`config.mk`:
```
export PLATFORM = sky130hd
export DESIGN_NAME = ring_buffer_i2s_tx
export DESIGN_NICKNAME = d
export VERILOG_FILES = /design/src/rtl/ring_buffer_i2s_tx.sv
export SDC_FILE = /design/constraint.sdc
export NUM_CORES = 1
export LEC_CHECK = 0
export ABC_AREA = 1
export CORE_ASPECT_RATIO = 2
export CORE_MARGIN = 2
export CORE_UTILIZATION = 30
export CTS_CLUSTER_SIZE = 30
export DETAILED_ROUTE_END_ITERATION = 10
export PLACE_DENSITY_LB_ADDON = 0.1
export SYNTH_ARGS = -nofsm -noshare
export SYNTH_HDL_FRONTEND = slang
export SYNTH_SLANG_ARGS = --single-unit
```
`constraint.sdc`:
```
create_clock -name clk -period 2 [get_ports clk]
set_input_delay 0.4 -clock clk [delete_from_list [all_inputs] [get_ports clk]]
set_output_delay 0.4 -clock clk [all_outputs]
set_load 0.01 [all_outputs]
```
`src/rtl/ring_buffer_i2s_tx.sv`:
```
// ring_buffer_i2s_tx: pops one ring-buffer sample per frame and serialises it as
// left-justified stereo (same word on both channels), with underrun silencing and counting.
module ring_buffer_i2s_tx #(
    parameter int WIDTH    = 16,
    parameter int BCLK_DIV = 2,
    parameter int CNT_W    = 16
) (
    input  logic             clk,
    input  logic             rst,
    input  logic             enable,
    output logic             fifo_read_enable,
    input  logic [WIDTH-1:0] fifo_data,
    input  logic             fifo_empty,
    output logic             bclk,
    output logic             lrclk,
    output logic             sdata,
    output logic             underrun,
    output logic [CNT_W-1:0] underrun_count
);
    localparam int SW = $clog2(2 * WIDTH);
    localparam int DW = BCLK_DIV > 1 ? $clog2(BCLK_DIV) : 1;

    typedef enum logic [1:0] {IDLE, REQ, CAPT} state_t;

    state_t           state;
    logic [DW-1:0]    div;
    logic [SW-1:0]    slot;
    logic [WIDTH-1:0] shift, next_sample, rot;
    logic             en_q, tc, fall, wrap, start;

    // Rotating rather than shifting leaves the word intact after WIDTH slots,
    // so the right channel replays it without a separate reload path.
    always_comb begin
        tc    = div == DW'(BCLK_DIV - 1);
        fall  = tc && bclk;
        wrap  = fall && slot == SW'(2 * WIDTH - 1);
        start = enable && (!en_q || wrap);
        rot   = {shift[WIDTH-2:0], shift[WIDTH-1]};
    end

    always_ff @(posedge clk or posedge rst) begin
        if (rst) begin
            state            <= IDLE;
            div              <= '0;
            slot             <= '0;
            shift            <= '0;
            next_sample      <= '0;
            en_q             <= 1'b0;
            bclk             <= 1'b0;
            lrclk            <= 1'b0;
            sdata            <= 1'b0;
            fifo_read_enable <= 1'b0;
            underrun         <= 1'b0;
            underrun_count   <= '0;
        end else begin
            en_q             <= enable;
            underrun         <= 1'b0;
            fifo_read_enable <= 1'b0;
            if (start) begin
                div   <= '0;
                bclk  <= 1'b0;
                slot  <= '0;
                shift <= next_sample;
                sdata <= next_sample[WIDTH-1];
                lrclk <= 1'b0;
            end else if (!enable) begin
                div   <= '0;
                bclk  <= 1'b0;
                slot  <= '0;
                sdata <= 1'b0;
                lrclk <= 1'b0;
            end else begin
                div <= tc ? '0 : div + 1'b1;
                if (tc) bclk <= !bclk;
                if (fall) begin
                    slot  <= slot + 1'b1;
                    shift <= rot;
                    sdata <= rot[WIDTH-1];
                    lrclk <= slot >= SW'(WIDTH - 1);
                end
            end
            // REQ and CAPT run to completion regardless of enable so a popped word is never lost.
            if (state == REQ) begin
                state <= CAPT;
            end else if (state == CAPT) begin
                next_sample <= fifo_data;
                state       <= IDLE;
            end else if (start) begin
                if (fifo_empty) begin
                    next_sample <= '0;
                    underrun    <= 1'b1;
                    if (~&underrun_count) underrun_count <= underrun_count + 1'b1;
                end else begin
                    state            <= REQ;
                    fifo_read_enable <= 1'b1;
                end
            end
        end
    end
endmodule

```
[After elaboration in Yosys (flattened, before gate mapping)]
Cells that the tools add are included.
Storage, ports and cells
  register bits: 62
  input bits: 20
  output and inout port bits: 21
  word-level logic and storage cells: 74
Cells by class
  add/sub/neg operators: 3
  magnitude comparators: 1
  eq/ne operators: 6
  muxes and demuxes: 33
  bitwise logic cells: 3
  reduce and logical (&&, ||, !) cells: 16
Operators by type and width (number)
  $mux 16: 6
  $mux 1: 20
  $add 16x1->16 const B: 1
  $reduce_and 16->1: 1
  $mux 5: 3
  $ne 3x1->1 const B: 3
  $mux 2: 4
  $reduce_bool 2->1: 4
  $add 5x1->5 const B: 1
  $eq 5x5->1 const B: 1
  $ge 5x4->1 const B: 1
  $reduce_and 5->1: 1
  $reduce_and 2->1: 2
  $logic_and 1x1->1: 3
  $not 1->1: 3
  $reduce_and 3->1: 1
  $reduce_bool 3->1: 1
  $eq 2x1->1 const B: 1
  $eq 2x2->1 const B: 1
  $logic_not 1->1: 2
  $add 1x1->1 const B: 1
  $logic_or 1x1->1: 1

[Depth between registers and ports, before layout]
  depth after elaboration: 7
  mapped depth: 11
  mapped depth without buffers: 11

[Worst setup path before layout]
No wires, ideal clock.
  path kind: register to register
  start point: register slot[0]
  end point: register next_sample[0]
  arrival: 1.659 ns
  data required time: 1.882 ns
  setup slack: 0.223 ns
  cell stages (with the launch flop): 11
  path buffers: 1
  path through: dfrtp_1 ha_1 nand2_1 nor2_1 ha_1 inv_1 o21ai_4 nand4_1 buf_2 nand3_1 nand2_1
On the way
  cells in the longest elaborated chain, start to end: 6
Ends and longest elaborated chain
  from (decl): line 27  | logic [SW-1:0] slot;
  from (signal assigned): line 76  | slot <= slot + 1'b1;
  $eq 5x5->1: line 36  | wrap = fall && slot == SW'(2 * WIDTH - 1);
  $logic_and 1x1->1: line 36
  $logic_or 1x1->1: line 37  | start = enable && (!en_q || wrap);
  $logic_and 1x1->1: line 37
  $reduce_bool 2->1 (no source line)
  $reduce_and 3->1 (no source line)
  to (signal assigned): line 86  | next_sample <= fifo_data;
  to (decl): line 28  | logic [WIDTH-1:0] shift, next_sample, rot;
No other way between the ends.
A chain may end at the register's enable or synchronous reset.

[Worst setup path in the final report]
  start point: register slot[1]
  end point: register underrun_count[4]
On the way
  cells in the longest elaborated chain, start to end: 5
Ends and longest elaborated chain
  $eq 5x5->1: line 36
  $logic_and 1x1->1: line 36
  $logic_or 1x1->1: line 37
  $logic_and 1x1->1: line 37
  $reduce_and 5->1 (no source line)
  to (signal assigned): line 92  | if (~&underrun_count) underrun_count <= underrun_count + 1'b1;
  to (decl): line 18  | output logic [CNT_W-1:0] underrun_count
No other way between the ends.

==> flow_metrics.py <==
metrics = {
    "status": {
        "status": "finished, final reports clean",
    },
    "floorplan": {
        "core_mm2": 0.0100,
        "die_h_um": 147,
        "rows": 52,
        "start_util_pct": 30.5,
        "io_pins": 41,
        "dieArea_mm2": 0.0111,
        "die_w_um": 75.4,
    },
    "logic_synthesis": {
        "yosysUniqueCellTypes": 27,
        "avgSynthCellArea_um2": 8.10,
        "ys_ff_latch": 62,
        "synthCells": 377,
        "ys.warnings.count": 0,
        "syn_nets": 403,
        "synth_area_leaders": "dfrtp_1 (51%), nand2_1 (14%), nor2_1 (8.1%)",
        "seq_area_frac_synth_pct": 50.8,
        "synth_top_area_share_pct": 50.8,
        "syn_area_mm2": 0.00306,
        "synth_area_leader_cell": "dfrtp_1",
    },
    "routing": {
        "via_per_inst": 4.55,
        "wl_per_cell_um": 13.9,
        "drt-initial-drc-count": 146,
        "dr.pass1.iters": 4,
        "antenna_left": 0,
        "dr_total_vias": 2612,
        "drc": 0,
        "wirelength_um": 7960,
    },
    "cts": {
        "htree_num_levels": 3,
        "cts.sinks": 62,
        "clock_latency_ns": 0.32,
        "cts_tree": "built",
        "numCtsBuffers": 9,
        "clockBufferDepth": 2,
        "path_clk_slew_ns": 0.05,
        "clockRootBuffer": "clkbuf_16",
        "cts_hold_buf": 0,
    },
    "worst_setup_path": {
        "critPathLaunchType": "flip-flop",
        "crit_top_cell": "nand2_1",
        "crit_chain": "ha_2 -> nand2_1 -> nor2_2 -> ha_1 -> inv_1 -> o21ai_4 -> nand3_2 -> nor2_4 -> buf_8 -> nand2_1 -> o21ai_2",
        "critPathKind": "reg2reg",
        "critical-path-max-stage-delay_ns": 0.37,
        "crit_path_end_kind": "flip-flop",
        "cp_slowest_cell": "dfrtp_1",
        "arrival_ns": 2.15,
        "critPathRequiredTime_ns": 2.25,
        "worstPathMaxFanout": 14,
    },
    "global_routing": {
        "antenna_found_initial": 0,
        "grt_pass1_vias": 2695,
        "grt_pass1_wl_um": 13300,
        "track_usage_pct": 16.1,
        "overflow": 0,
        "grt_start_max_net_pins": 41,
    },
    "timing": {
        "final_hold_viol_count": 0,
        "fin_crit_sh_pct": 94.9,
        "relSlewSlack_pct": 64.3,
        "slew_viol_final": 0,
        "setup_violations": 0,
        "timing.fmax_ghz": 0.527,
        "tightest_slew_ns": 0.536,
        "rsz0062_at_grt": "yes",
        "timing.clock.skew_ns": 0.00506,
        "finalSetupTns_ns": 0,
        "fin_crit_ns": 1.90,
    },
    "cells_and_area": {
        "fillers": 1087,
        "drive_gt1_share_pct": 11.8,
        "nNetsFinal": 461,
        "layout_commonest_cell": "nand2_1",
        "layout_common_cells": "nand2_1 (114), nor2_1 (65), dfrtp_1 (62)",
        "area_delta_synth_final_pct": 30.8,
        "final_cell_count_no_fill": 574,
        "n_antenna_cell": 0,
    },
    "placed_design": {
        "numPortBuffers": 40,
        "place.gp.congestion": 0.774,
        "dpl.hpwl_um": 5670,
        "dpl.cell_count": 554,
    },
    "power": {
        "p_per_area_mw_per_mm2": 1180,
        "ir_worst_vdd_mv": 0.505,
        "p_leak_nw": 1.87,
    },
    "run": {
        "cap_violations": 0,
    },
    "worst_hold_path": {
        "hold_path.class": "in2async",
    },
}
-- cell families after synthesis --
kind of cell               share of synthesized area (%)
buffers and inverters                               6.02
adders and majority gates                           2.46
xor gates and xnor gates                            2.01
DFF                                                 50.8
AOI/OAI and AO/OA                                   5.00
and+or+nand+nor                                     33.7
-- final timing paths --
check	startpoint	end	slack [ns]	cells after the start
worst min-delay path	rst	next_sample[5]	0.35	2
max in group asynchronous	rst	state[1]	1.13	3
worst max-delay path	slot[1]	underrun_count[4]	0.10	11
min in group clk	div	div	0.49	1
worst max register to register	slot[1]	underrun_count[4]	0.10	11
worst min register to register	div	div	0.49	1
-- metal layers --
layer	GRT usage (%)	wire length (um)	share of wire, %	vias to the layer above
met5	0	0	0	-
met4	6.49	133	1.7	0
met3	3.22	198	2.5	7
met2	29.1	4630	58	37
met1	17.3	2990	38	1257
li1	-	-	-	1311
-- Yosys cell counts --
library cell	instances
xnor2_1	1
nor3_1	14
nand3_2	1
nand2_1	114
buf_4	2
nand2_4	1
ha_1	6
inv_1	28
a21oi_1	2
o21ai_0	5
o22ai_1	5
dfrtp_1	62
nand3_1	30
o21ai_4	1
nand3b_1	2
clkbuf_1	2
xor2_1	6
inv_2	2
buf_2	3
buf_6	3
nand4_1	7
nor2_2	1
nor3_2	2
nor2_1	66
o21ai_2	8
nor2_4	2
nand2_2	1
-- where the power goes --
part,switching (W),total [W],internal (W),leakage [nW]
clock,0.000527,0.00149,0.000968,0.142
combinational,0.000714,0.00131,0.000600,0.931
sequential,0.000281,0.00190,0.00162,0.793
-- cell type report --
class / count / area [um^2] / share of cell area [%]
well taps: 135 / 169 / 4.23
clock buffers: 15 / 288 / 7.20
repair buffers: 56 / 544 / 13.6
flip-flops and latches: 62 / 1550 / 38.8
multi-input cells: 276 / 1330 / 33.3
inverters: 30 / 113 / 2.82
-- metrics by stage --
| stage | worst slack (ns) | power [W] | area [um^2] | util [%] | hold slack (ns) |
|---|---|---|---|---|---|
| finish | 0.103 | 0.00471 | 4000 | 39.9 | 0.351 |
| global route | -0.0520 | 0.00507 | 4000 | 39.9 | 0.401 |
| CTS | 0.0322 | 0.00477 | 3950 | 39.4 | 0.350 |
| detailed placement | 0.0198 | 0.00325 | 3660 | 36.5 | 0.485 |
| global placement | 0.0911 | 0.00322 | 3660 | 36.5 | 0.479 |
| floorplan | 0.0586 | 0.00270 | 3060 | - | 0.431 |
-- worst max-delay path: cells and delay by family, from the launching register on --
kind            cells  cell delay [ns]
fa+ha+maj           2             0.37
flops               1             0.37
compound gates      2             0.24
simple gates        5             0.61
buf+inv             2             0.24
-- timing repair --
| action | in CTS | in global routing |
|---|---|---|
| endpoints found under the setup margin | 1 | 37 |
| gates resized for setup | 1 | 4 |
| gates cloned | 0 | 1 |
| pin swaps | 0 | 3 |
| buffers inserted | 0 | 4 |
-- sequential cells by signal, summed over array words and instances (netlist names) --
register,cells
bclk,1
lrclk,1
underrun_count,16
slot,5
fifo_read_enable,1
state,2
next_sample,16
sdata,1
div,1
underrun,1
en_q,1
shift,16
Note: power is estimated with default switching activity, not from simulation.
